===== config.mk =====
export PLATFORM = sky130hd
export DESIGN_NAME = reset_sequencer
export DESIGN_NICKNAME = d
export VERILOG_FILES = /design/src/rtl/reset_sequencer.sv
export SDC_FILE = /design/constraint.sdc
export NUM_CORES = 1
export LEC_CHECK = 0
export BUFFER_PORTS_ARGS = -buffer_cell sky130_fd_sc_hd__buf_2
export CAP_MARGIN = 20
export CORE_ASPECT_RATIO = 1.25
export CORE_UTILIZATION = 27
export CTS_BUF_LIST = sky130_fd_sc_hd__clkbuf_16
export DETAILED_ROUTE_END_ITERATION = 6
export PLACE_DENSITY_LB_ADDON = 0.1
export SLEW_MARGIN = 25
export SYNTH_ARGS = -nofsm -noshare
export SYNTH_HDL_FRONTEND = slang
export SYNTH_SLANG_ARGS = --single-unit

===== constraint.sdc =====
create_clock -name clk -period 3.7 [get_ports clk]
set_input_delay 0.74 -clock clk [delete_from_list [all_inputs] [get_ports clk]]
set_output_delay 0.74 -clock clk [all_outputs]
set_load 0.05 [all_outputs]

===== src/rtl/reset_sequencer.sv =====
// Staged reset-release sequencer: per-stage delay, ready handshake with timeout, fault supervision.
// Define RSEQ_REVERSE_SHUTDOWN_EN for a staged high-to-low stage_en teardown on fault.
`timescale 1ns/1ps
module reset_sequencer #(
   parameter int unsigned NUM_STAGES  = 4,
   parameter logic [31:0] STAGE_DELAY = 32'd80000,
   parameter logic [31:0] TIMEOUT     = 32'd800000,
   parameter bit          AUTO_START  = 1'b1
) (
   input  logic                  clk,
   input  logic                  rst,
   input  logic                  start,
   input  logic                  fault_clear,
   input  logic [NUM_STAGES-1:0] stage_ready,
   output logic [NUM_STAGES-1:0] stage_en,
   output logic                  all_up,
   output logic                  busy,
   output logic                  fault,
   output logic [2:0]            fault_stage
);

   typedef enum logic [2:0] {
      S_IDLE     = 3'd0,
      S_DELAY    = 3'd1,
      S_WAIT_RDY = 3'd2,
      S_UP       = 3'd3,
      S_FAULT    = 3'd4
   } state_t;

   localparam logic [NUM_STAGES-1:0] ZERO_EN = {NUM_STAGES{1'b0}};
   localparam logic [2:0]            LAST_IDX = 3'(NUM_STAGES - 1);

   state_t                  state_r;
   logic [31:0]             cnt_r;
   logic [2:0]              idx_r;
   logic                    auto_pend_r;

   logic [31:0]             cnt_inc_s;
   logic [NUM_STAGES-1:0]   sel_s;
   logic [NUM_STAGES-1:0]   drop_s;
   logic [NUM_STAGES-1:0]   lost_s;
   logic                    ready_s;
   logic                    last_s;
   logic                    fault_hit_s;
   logic [2:0]              fault_idx_s;
   logic [NUM_STAGES-1:0]   en_fault_s;
   logic                    busy_fault_s;

   function automatic logic [NUM_STAGES-1:0] onehot(input logic [2:0] idx);
      logic [NUM_STAGES-1:0] m;
      for (int i = 0; i < NUM_STAGES; i++) m[i] = (3'(i) == idx);
      return m;
   endfunction

   function automatic logic [NUM_STAGES-1:0] below_mask(input logic [2:0] idx);
      logic [NUM_STAGES-1:0] m;
      for (int i = 0; i < NUM_STAGES; i++) m[i] = (3'(i) < idx);
      return m;
   endfunction

   function automatic logic [2:0] lowest_set(input logic [NUM_STAGES-1:0] v);
      logic [2:0] r;
      r = 3'd0;
      for (int i = NUM_STAGES - 1; i >= 0; i--) r = v[i] ? 3'(i) : r;
      return r;
   endfunction

   function automatic logic [2:0] highest_set(input logic [NUM_STAGES-1:0] v);
      logic [2:0] r;
      r = 3'd0;
      for (int i = 0; i < NUM_STAGES; i++) r = v[i] ? 3'(i) : r;
      return r;
   endfunction

   // Datapath helpers: saturating count, stage select, supervision masks, fault-entry enables
   always_comb begin
      cnt_inc_s = (cnt_r == 32'hFFFF_FFFF) ? cnt_r : (cnt_r + 32'd1);
      sel_s     = onehot(idx_r);
      ready_s   = |(stage_ready & sel_s);
      last_s    = (idx_r == LAST_IDX);
      drop_s    = below_mask(idx_r) & ~stage_ready;
      lost_s    = ~stage_ready;
`ifdef RSEQ_REVERSE_SHUTDOWN_EN
      en_fault_s   = stage_en & ~onehot(highest_set(stage_en));
      busy_fault_s = (en_fault_s != ZERO_EN);
`else
      en_fault_s   = ZERO_EN;
      busy_fault_s = 1'b0;
`endif
   end

   // Fault detection; a ready on the stage being waited on beats its timeout
   always_comb begin
      fault_hit_s = 1'b0;
      fault_idx_s = 3'd0;
      case (state_r)
         S_DELAY: begin
            if (drop_s != ZERO_EN) begin
               fault_hit_s = 1'b1;
               fault_idx_s = lowest_set(drop_s);
            end else begin
               fault_hit_s = 1'b0;
            end
         end
         S_WAIT_RDY: begin
            if (drop_s != ZERO_EN) begin
               fault_hit_s = 1'b1;
               fault_idx_s = lowest_set(drop_s);
            end else if (ready_s) begin
               fault_hit_s = 1'b0;
            end else if (cnt_inc_s >= TIMEOUT) begin
               fault_hit_s = 1'b1;
               fault_idx_s = idx_r;
            end else begin
               fault_hit_s = 1'b0;
            end
         end
         S_UP: begin
            if (lost_s != ZERO_EN) begin
               fault_hit_s = 1'b1;
               fault_idx_s = lowest_set(lost_s);
            end else begin
               fault_hit_s = 1'b0;
            end
         end
         default: begin
            fault_hit_s = 1'b0;
            fault_idx_s = 3'd0;
         end
      endcase
   end

   // Sequencer state machine with registered outputs
   always_ff @(posedge clk or negedge rst) begin
      if (!rst) begin
         state_r     <= S_IDLE;
         cnt_r       <= 32'd0;
         idx_r       <= 3'd0;
         auto_pend_r <= AUTO_START;
         stage_en    <= ZERO_EN;
         all_up      <= 1'b0;
         busy        <= 1'b0;
         fault       <= 1'b0;
         fault_stage <= 3'd0;
      end else if (fault_hit_s) begin
         state_r     <= S_FAULT;
         cnt_r       <= 32'd0;
         stage_en    <= en_fault_s;
         busy        <= busy_fault_s;
         all_up      <= 1'b0;
         fault       <= 1'b1;
         fault_stage <= fault_idx_s;
      end else begin
         case (state_r)
            S_IDLE: begin
               all_up <= 1'b0;
               busy   <= 1'b0;
               if (start || auto_pend_r) begin
                  state_r     <= S_DELAY;
                  idx_r       <= 3'd0;
                  cnt_r       <= 32'd0;
                  busy        <= 1'b1;
                  auto_pend_r <= 1'b0;
               end
            end
            S_DELAY: begin
               if (cnt_r == STAGE_DELAY) begin
                  stage_en <= stage_en | sel_s;
                  cnt_r    <= 32'd0;
                  state_r  <= S_WAIT_RDY;
               end else begin
                  cnt_r <= cnt_inc_s;
               end
            end
            S_WAIT_RDY: begin
               if (ready_s) begin
                  if (last_s) begin
                     state_r <= S_UP;
                  end else begin
                     idx_r   <= idx_r + 3'd1;
                     cnt_r   <= 32'd0;
                     state_r <= S_DELAY;
                  end
               end else begin
                  cnt_r <= cnt_inc_s;
               end
            end
            S_UP: begin
               all_up <= 1'b1;
               busy   <= 1'b0;
            end
            S_FAULT: begin
`ifdef RSEQ_REVERSE_SHUTDOWN_EN
               if (stage_en != ZERO_EN) begin
                  if (cnt_inc_s >= STAGE_DELAY) begin
                     stage_en <= en_fault_s;
                     busy     <= busy_fault_s;
                     cnt_r    <= 32'd0;
                  end else begin
                     cnt_r <= cnt_inc_s;
                  end
               end else if (fault_clear) begin
                  state_r <= S_IDLE;
                  fault   <= 1'b0;
                  busy    <= 1'b0;
               end
`else
               if (fault_clear) begin
                  state_r <= S_IDLE;
                  fault   <= 1'b0;
               end
`endif
            end
            default: begin
               state_r  <= S_IDLE;
               stage_en <= ZERO_EN;
               busy     <= 1'b0;
               all_up   <= 1'b0;
            end
         endcase
      end
   end

endmodule

==> results of run 1 <==
==> logic make-up (layout without fill, tap and decap cells) <==
kind of cell    count (synthesis)  count (layout)  synth area share, %
flops                          49              49                 31.6
simple gates                  213             213                 30.1
buf+inv                        63              78                 7.47
fa+ha+maj                       5               5                 1.61
xor+xnor                       13              13                 2.93
compound gates                134             134                 25.3
mux                             4               4                 1.03
==> layout by cell type (no fill, tap or decap), types with 6 or more instances in the layout <==
master / instances
nor2_1: 40
xor2_1: 7
nand2b_1: 6
o21ai_0: 10
and2_1: 8
inv_1: 15
a221o_1: 20
nand2_1: 42
buf_4: 38
or2_2: 6
a21oi_1: 40
nand4_1: 12
buf_2: 17
nor4_1: 10
a22o_1: 8
a211oi_1: 8
nand3_1: 37
nor3_1: 15
dfrtp_1: 48
xnor2_1: 6
==> sequential cells by signal (all words and copies together), names as in the netlist <==
signal       flops
busy             1
auto_pend_r      1
idx_r            3
stage_en         4
all_up           1
cnt_r           32
fault_stage      3
state_r          3
fault            1
==> final timing paths <==
kind                                      endpoint               startpoint  cells past startpoint  slack (ns)
min reg2reg                auto_pend_r$_DFFE_PN1P_  auto_pend_r$_DFFE_PN1P_                      1        0.47
max reg2reg                  cnt_r[26]$_DFFE_PN0P_    cnt_r[24]$_DFFE_PN0P_                     13        0.27
min                        auto_pend_r$_DFFE_PN1P_  auto_pend_r$_DFFE_PN1P_                      1        0.47
max in group asynchronous  auto_pend_r$_DFFE_PN1P_                      rst                      2        2.35
min in group asynchronous    cnt_r[11]$_DFFE_PN0P_                      rst                      1        0.51
max                          cnt_r[26]$_DFFE_PN0P_    cnt_r[24]$_DFFE_PN0P_                     13        0.27
==> routing by layer <==
| layer | global-route usage (%) | wire, um | up-vias |
|---|---|---|---|
| met5 | 0 | 0 | - |
| li1 | - | - | 1823 |
| met4 | 7.48 | 361 | 0 |
| met3 | 2.92 | 384 | 23 |
| met2 | 31.5 | 6480 | 88 |
| met1 | 21.0 | 5330 | 1832 |
==> metrics by stage <==
step | utilization, % | power, mW | hold WS (ns) | instance area (um^2) | std cells
floorplan | - | 1.51 | 0.444 | 3890 | 481
global placement | 30.2 | 1.87 | 0.466 | 4210 | 657
detailed placement | 30.2 | 1.87 | 0.460 | 4210 | 657
CTS | 31.2 | 2.36 | 0.470 | 4350 | 665
global route | 31.6 | 2.51 | 0.490 | 4400 | 671
finish | 31.6 | 2.35 | 0.470 | 4400 | 671
==> final cells by class <==
cell class                 count  area, um^2
clock buffer                   5         125
clock inverter                 3        21.3
fill                        1500        9530
inverter                      15        56.3
multi-input combinational    369        2380
sequential                    49        1230
tap                          175         219
timing repair buffer          55         370
==> power by group through the flow <==
| stage | Sequential [mW] | Combinational [mW] | Clock, mW |
|---|---|---|---|
| 2_1_floorplan | 0.755 | 0.751 | 0 |
| 3_3_place_gp | 0.705 | 1.16 | 0 |
| 3_5_place_dp | 0.705 | 1.16 | 0 |
| 4_1_cts | 0.697 | 1.16 | 0.505 |
| 5_1_grt | 0.713 | 1.28 | 0.517 |
| 6_report | 0.696 | 1.17 | 0.482 |
==> timing repair <==
item	4_1_cts	5_1_grt
setup buffers	0	6
setup endpoints to repair	0	3
hold endpoints to repair	0	0
gates resized for setup	0	1
==> worst register-to-register path: stages (launching register included) <==
cell and delay (ns):
dfrtp_1 0.48, nand4_4 0.19, or4_1 0.61, buf_4 0.21, o21ai_0 0.29, o211a_1 0.20, a2bb2oi_1 0.23, o211ai_1 0.11
buf_4 0.16, nand3_4 0.11, buf_4 0.15, a21oi_4 0.05, buf_4 0.20, a221o_1 0.31
==> flow_summary_export.csv, run 1 <==
group,metric,value,unit
clock_tree,cts.path.max_buffers,2,
setup_path,worst-endpoint-required,3.89,ns
timing,post-route-min-period,3.43,ns
global_route,vias_in_the_first_global_route,3702,
yosys,postSynth.topFlopCell,"dfrtp_1",
setup_path,cpMaxStageDelayCell,"or4_1",
clock_tree,worst_skew_pair.late_latency,0.31,ns
drt,drc,0,
yosys,synth.distinct_cells,68,
clock_tree,htree_levels,2,
yosys,synth.yosys.seq_area_share,31.6,%
global_route,grt_overflow,0,
drt,viasPerCell,5.61,
setup_path,crit_top_cell,"buf_4",
timing,report.final.hold_viol_count,0,
global_route,grtUsageTotal,17.8,%
timing,rsz0062_at_grt,"false",
setup_path,critical_path.endpoint_type,"flop",
yosys,ys.warnings.count,0,
yosys,syn-cell-area,3890,um^2
clock_tree,clkTransAtPathRegs,0.07,ns
yosys,synth_enable_flop_cells,0,
setup_path,cp.arrival,3.61,ns
setup_path,path_buf_inv,4,
outcome,outcome,"completed",
power_and_ir_drop,sequentialPowerShare,29.6,%
power_and_ir_drop,power.switching,1.16,mW
power_and_ir_drop,pwr_density_cell,534,nW/um^2
yosys,yosysTopAreaCellShare,30.9,%
final_layout,syn2layout_area_growth,13.2,%
place,dpl_worst_slack,0.178,ns
clock_tree,cts_root_buffer,"clkbuf_16",
power_and_ir_drop,swShare,49.5,%
clock_tree,cts_hold_repair.buffers,0,
final_layout,post_route_cells_drive_above_1_share,16.9,%
flow_run,drv_cap,0,
clock_tree,tritoncts_sink_count,49,
power_and_ir_drop,power.internal,1.19,mW
timing,slew_headroom,48.0,%
power_and_ir_drop,comb_power_share,49.9,%
setup_path,cp_slowest_stage_delay,0.61,ns
final_layout,layout.nets,508,
power_and_ir_drop,clock_power_share,20.5,%
hold_path,timing.hold.worst.class,"flop to flop",
yosys,synth_top_cells_by_count,"dfrtp_1, nand2_1, a21oi_1, nor2_1, nand3_1",
timing,tightest_slew,0.779,ns
yosys,syn_nets,494,
place,routabilityCongestion,0.845,
setup_path,setup.worst_path.start_class,"flop",
timing,finalSetupViolations,0,
setup_path,critical-path-top-delay-family,"compound AO/OA/AOI/OAI gates",
clock_tree,cts_tree,"done",
global_route,grt_pass1_wl,20.0,mm
setup_path,worstPathCellList,"nand4_4 > or4_1 > buf_4 > o21ai_0 > o211a_1 > a2bb2oi_1 > o211ai_1 > buf_4 > nand3_4 > buf_4 > a21oi_4 > buf_4 > a221o_1",
yosys,post_synthesis_cell_type_with_the_largest_combined_area,"dfrtp_1",
drt,initialDrtViolationCount,281,
die,start_util,27.9,%
drt,wirelength,12.6,mm
die,dieWidth,109,um
die,design.core.area,13900,um^2
timing,timing.setup.tns,0,ns
timing,period_share,92.6,%
global_route,grt_start_max_net_pins,33,
die,row_count,48,
drt,dr_total_vias,3766,
yosys,ys_ff_latch,49,
drt,antenna_violating_nets_post_route,0,
timing,maxClockFrequency,292,MHz
place,detailedPlacementHpwl,9.27,mm
timing,finalClockSkew,0.00787,ns
global_route,antenna_found_initial,0,
timing,maxSlewViolCount,0,
timing,final.setup.worst_slack,0.275,ns
yosys,post_synth.cell_area_avg,8.08,um^2
die,design.portCount,18,
drt,drt_first_pass_iters,5,
place,port_buffers,17,
yosys,synthTopCellsByArea,"dfrtp_1, a21oi_1, a221o_1",
power_and_ir_drop,power_leakage,1.87,nW
power_and_ir_drop,worst_ir_drop_vdd,306,uV
die,die-area,14900,um^2
die,die_h,136,um
yosys,yosys.cell_count.top_type,"dfrtp_1",
drt,wire_per_inst,18.7,um
final_layout,num_antenna_cells,0,
yosys,synth-async-reset-ratio,100,%
setup_path,worstPathMaxFanout,12,
setup_path,timing_worst_setup_path_type,"flop to flop",
yosys,post_synth_inst_count,481,
clock_tree,tritoncts.num_buffers,5,
Note: power is estimated with default switching activity, not from simulation.
==> inputs of run 2 (changes only) <==
Settings changed: REMOVE_ABC_BUFFERS from default to 1.
==> run 2 against run 1 <==
Clock skew increased by 0.00083 ns. Worst hold slack improved by 0.0083 ns. Critical endpoint is now cnt_r[1]$_DFFE_PN0P_. Wire length decreased by 0.83%. Highest routed layer unchanged. Cell count decreased by 0.89%. Sequential share of layout area increased by 0.092 points. Largest cell class unchanged. Die area unchanged.
==> flow_summary_export.csv, run 2 (same netlist as run 1, synthesis figures left out) <==
group,metric,value,unit
timing,maxClockFrequency,287,MHz
timing,finalSetupViolations,0,
clock_tree,clkTransAtPathRegs,0.07,ns
setup_path,critical_path.endpoint_type,"flop",
timing,report.final.hold_viol_count,0,
place,detailedPlacementHpwl,9.19,mm
clock_tree,htree_levels,2,
drt,dr_total_vias,3833,
final_layout,num_antenna_cells,0,
timing,slew_headroom,45.3,%
final_layout,biggestRegsByFlops,"cnt_r (32), stage_en (4)",
final_layout,finalInstanceArea,4390,um^2
timing,post-route-min-period,3.48,ns
clock_tree,tritoncts_sink_count,49,
hold_path,timing.hold.worst.class,"flop to flop",
power_and_ir_drop,pwr_density_cell,551,nW/um^2
die,design.portCount,18,
global_route,grt_pass1_wl,20.3,mm
hold_path,hp-start,"auto_pend_r$_DFFE_PN1P_",
setup_path,timing_worst_setup_path_type,"flop to flop",
place,routabilityCongestion,0.842,
timing,rsz0062_at_grt,"false",
final_layout,largest_register_ff_count,32,
die,design.core.area,13900,um^2
setup_path,setup.worst_path.start,"cnt_r[1]$_DFFE_PN0P_",
setup_path,reg2reg_slack,0.22,ns
global_route,grt_overflow,0,
final_layout,post_route_cells_drive_above_1_share,15.9,%
drt,drc,0,
drt,viasPerCell,5.76,
flow_run,drv_cap,0,
place,port_buffers,17,
die,start_util,27.9,%
timing,tightest_slew,0.820,ns
setup_path,worstReg2RegStart,"cnt_r[1]$_DFFE_PN0P_",
hold_path,worst_hold_path_ep,"auto_pend_r$_DFFE_PN1P_",
setup_path,cp.arrival,3.71,ns
hold_path,timing.hold.worst_path_depth,1,
setup_path,worst-endpoint-required,3.93,ns
setup_path,r2r.worst_path.cells,11,
timing,maxSlewViolCount,0,
die,die_h,136,um
timing,finalClockSkew,0.00870,ns
clock_tree,cts_tree,"done",
setup_path,worstPathMaxFanout,13,
drt,drt_first_pass_iters,5,
place,cell_area_placed,4220,um^2
final_layout,layout_commonest_cell,"dfrtp_1",
global_route,grt_start_max_net_pins,34,
die,dieWidth,109,um
global_route,grtUsageTotal,17.7,%
drt,initialDrtViolationCount,239,
clock_tree,cts.path.max_buffers,2,
final_layout,layout.nets,502,
clock_tree,post_cts_buffers,0,
global_route,antenna_found_initial,0,
timing,timing.setup.tns,0,ns
clock_tree,worst_skew_pair.late_latency,0.30,ns
drt,wire_per_inst,18.7,um
timing,period_share,94.1,%
final_layout,layout.cells.most_common_list,"dfrtp_1, nand2_1, nor2_1, a21oi_1, nand3_1",
die,die-area,14900,um^2
setup_path,regToRegEndpoint,"cnt_r[1]$_DFFE_PN0P_",
setup_path,setup.worst_path.start_class,"flop",
drt,antenna_violating_nets_post_route,0,
power_and_ir_drop,worst_ir_drop_vdd,311,uV
clock_tree,tritoncts.num_buffers,5,
outcome,outcome,"completed",
final_layout,syn2layout_area_growth,13.0,%
clock_tree,cts.repair.resized,0,
drt,wirelength,12.5,mm
clock_tree,cts_root_buffer,"clkbuf_16",
power_and_ir_drop,power_leakage,1.85,nW
final_layout,regMostFlops,"cnt_r",
final_layout,n_fill_cell,1480,
die,row_count,48,
clock_tree,cts_hold_repair.buffers,0,
global_route,vias_in_the_first_global_route,3765,
## run 2: changes by cell type in the layout (fill, tap and decap cells not counted), sizes merged
cell / change
buf: -6
bufinv: +1
inv: -1
## run 2: worst max path at each step
stage / slack, ns / endpoint / depth (start not counted)
floorplan: 0.18 / cnt_r[31]$_DFFE_PN0P_ / 9
global placement: 0.29 / cnt_r[16]$_DFFE_PN0P_ / 12
detailed placement: 0.29 / cnt_r[16]$_DFFE_PN0P_ / 12
CTS: 0.27 / cnt_r[16]$_DFFE_PN0P_ / 12
global route: 0.01 / cnt_r[16]$_DFFE_PN0P_ / 11
finish: 0.22 / cnt_r[1]$_DFFE_PN0P_ / 11
## run 2: worst max-delay path: stages (launching register included)
cell and delay (ns):
dfrtp_1 0.42, ha_1 0.26, nand4_1 0.19, or3_1 0.53, o211ai_1 0.40, mux2i_1 0.25, o32ai_1 0.10, o211ai_1 0.32
nand3_4 0.26, buf_4 0.27, a211oi_1 0.27, a211o_1 0.14
## run 2: layout make-up
class,instances,area [um^2],share of cell area (%)
Multi-Input combinational cell,369,2380,54.3
Timing Repair Buffer,49,338,7.69
Clock buffer,5,125,2.85
Sequential cell,49,1230,28.0
Tap cell,175,219,4.99
Clock inverter,3,41.3,0.940
Inverter,15,56.3,1.28
## run 2: report_power, final
part           switching, mW  internal [mW]
clock                  0.226          0.318
combinational          0.850          0.348
sequential            0.0782          0.602
total                   1.15           1.27
## run 2: metrics by stage
step,hold slack (ns),util (%),cells,power (mW),setup WS (ns)
CTS,0.479,31.5,665,2.45,0.272
detailed placement,0.467,30.3,657,1.89,0.293
global route,0.487,31.5,665,2.59,0.0133
finish,0.478,31.5,665,2.42,0.220
floorplan,0.444,-,433,1.40,0.176
global placement,0.464,30.3,657,1.88,0.295
## run 2: routing by layer
metal	share of wire, %	vias to the layer above	global-route usage (%)	routed length, um
li1	-	1811	-	-
met1	43	1889	21.9	5340
met2	50	109	30.8	6290
met3	4.1	24	2.16	514
met4	2.5	0	6.81	308
met5	0	-	0	0
==> inputs of run 3 (changes only) <==
Settings changed: BUFFER_PORTS_ARGS -buffer_cell sky130_fd_sc_hd__buf_2 to -buffer_cell sky130_fd_sc_hd__clkbuf_2, CORE_MARGIN from default to 2.
==> run 3 against run 2 <==
Core utilization down 0.40 points. Global-route usage down 1.4 points. Via count down 2.7%. Worst hold slack worse by 0.012 ns. Flip-flop and latch count unchanged. Worst setup slack better by 0.061 ns. Largest cell class unchanged. Clock skew down 0.0064 ns. Fmax up 1.8%. Sequential power up 4.3%. Count of clock-buffer cells in the layout unchanged. Design area up 0.80%. Total power down 2.4%.
==> flow_summary_export.csv, run 3 (same netlist as run 1, synthesis figures left out) <==
group,metric,value,unit
die,row_count,49,
drt,wire_per_inst,18.5,um
drt,drt_first_pass_iters,5,
drt,dr_total_vias,3728,
die,design.core.area,14200,um^2
drt,antenna_violating_nets_post_route,0,
timing,slew_headroom,51.3,%
drt,viasPerCell,5.52,
timing,rsz0062_at_grt,"false",
final_layout,largest_register_ff_count,32,
final_layout,biggestRegsByFlops,"cnt_r (32), stage_en (4)",
die,design.portCount,18,
setup_path,timing_worst_setup_path_type,"flop to flop",
final_layout,post_route_cells_drive_above_1_share,16.5,%
die,die_h,138,um
outcome,outcome,"completed",
timing,period_share,92.4,%
clock_tree,worst_skew_pair.late_latency,0.30,ns
clock_tree,cts_tree,"done",
power_and_ir_drop,power_leakage,1.89,nW
setup_path,worst-endpoint-required,3.94,ns
setup_path,setup.worst_path.start_class,"flop",
timing,fin_worst_hold_slack,0.466,ns
drt,drc,0,
timing,report.final.hold_viol_count,0,
drt,wirelength,12.5,mm
global_route,grt_overflow,0,
clock_tree,tritoncts.num_buffers,5,
clock_tree,tritoncts_sink_count,49,
die,dieWidth,111,um
clock_tree,cts_root_buffer,"clkbuf_16",
final_layout,regMostFlops,"cnt_r",
setup_path,cp.arrival,3.66,ns
global_route,vias_in_the_first_global_route,3715,
timing,maxClockFrequency,292,MHz
final_layout,layout.nets,509,
timing,post-route-min-period,3.42,ns
global_route,antenna_found_initial,0,
setup_path,critical_path.endpoint_type,"flop",
clock_tree,htree_levels,2,
place,port_buffers,17,
die,die-area,15400,um^2
clock_tree,cts_hold_repair.buffers,0,
final_layout,layout.cells.most_common_list,"dfrtp_1, nand2_1, nor2_1, a21oi_1",
clock_tree,cts.path.max_buffers,2,
flow_run,drv_cap,0,
drt,initialDrtViolationCount,246,
die,start_util,27.3,%
timing,finalClockSkew,0.00228,ns
power_and_ir_drop,pwr_density_cell,534,nW/um^2
final_layout,layout_commonest_cell,"dfrtp_1",
final_layout,num_antenna_cells,0,
timing,timing.setup.tns,0,ns
place,routabilityCongestion,0.811,
setup_path,r2r.worst_path.cells,11,
global_route,grt_start_max_net_pins,33,
timing,finalSetupViolations,0,
clock_tree,clkTransAtPathRegs,0.07,ns
global_route,grtUsageTotal,16.3,%
final_layout,finalInstanceArea,4430,um^2
power_and_ir_drop,worst_ir_drop_vdd,325,uV
setup_path,worstPathMaxFanout,11,
timing,tightest_slew,0.730,ns
place,detailedPlacementHpwl,8.96,mm
place,cell_area_placed,4240,um^2
final_layout,syn2layout_area_growth,13.9,%
hold_path,timing.hold.worst_path_depth,1,
timing,maxSlewViolCount,0,
global_route,grt_pass1_wl,20.5,mm
hold_path,timing.hold.worst.class,"flop to flop",
-- run 3: power by group --
part | switching (mW) | total, mW | internal [mW]
registers | 0.108 | 0.709 | 0.601
clock network | 0.222 | 0.467 | 0.245
logic | 0.839 | 1.19 | 0.349
total | 1.17 | 2.36 | 1.19
-- run 3: layout make-up --
type / count / area (um^2)
flip-flops and latches: 49 / 1230
repair buffers: 56 / 403
inverters: 15 / 56.3
clock buffers: 5 / 125
multi-input cells: 369 / 2380
fillers: 1539 / 9800
well taps: 178 / 223
clock inverters: 3 / 11.3
-- run 3: stage by stage --
stage / std cells / power [mW] / worst slack, ns / utilization, %
floorplan: 433 / 1.40 / 0.176 / -
global placement: 663 / 1.88 / 0.266 / 29.8
detailed placement: 663 / 1.89 / 0.145 / 29.8
CTS: 671 / 2.37 / 0.133 / 30.8
global route: 675 / 2.51 / 0.0653 / 31.1
finish: 675 / 2.36 / 0.281 / 31.1
-- run 3: path summary, 6_finish.rpt --
check	from	slack, ns	end
max reg2reg	cnt_r[1]$_DFFE_PN0P_	0.28	cnt_r[16]$_DFFE_PN0P_
max in group asynchronous	rst	2.39	cnt_r[20]$_DFFE_PN0P_
min in group asynchronous	rst	0.49	stage_en[1]$_DFFE_PN0P_
min reg2reg	auto_pend_r$_DFFE_PN1P_	0.47	auto_pend_r$_DFFE_PN1P_
min	auto_pend_r$_DFFE_PN1P_	0.47	auto_pend_r$_DFFE_PN1P_
max	cnt_r[1]$_DFFE_PN0P_	0.28	cnt_r[16]$_DFFE_PN0P_
-- run 3: worst max-delay path, cell delays in order, from the launching register on --
cell	delay, ns
dfrtp_1	0.43
ha_1	0.27
nand4_1	0.20
or3_1	0.53
o211ai_1	0.39
mux2i_1	0.24
o32ai_1	0.09
o211ai_1	0.35
nand3_4	0.24
buf_12	0.21
a211oi_1	0.23
o22a_1	0.17
-- run 3: routing by layer --
layer | GRT usage [%] | part of all wire (%) | wire, um | vias up
met5 | 0 | 0 | 0 | -
met4 | 4.87 | 1.2 | 155 | 0
met3 | 1.97 | 2.4 | 303 | 7
met2 | 28.1 | 50 | 6240 | 60
met1 | 21.5 | 46 | 5780 | 1839
li1 | - | - | - | 1822
-- run 3: timing repair --
action | CTS | global route
buffers inserted | 0 | 4
setup endpoints to repair | 0 | 31
resized for setup | 0 | 1
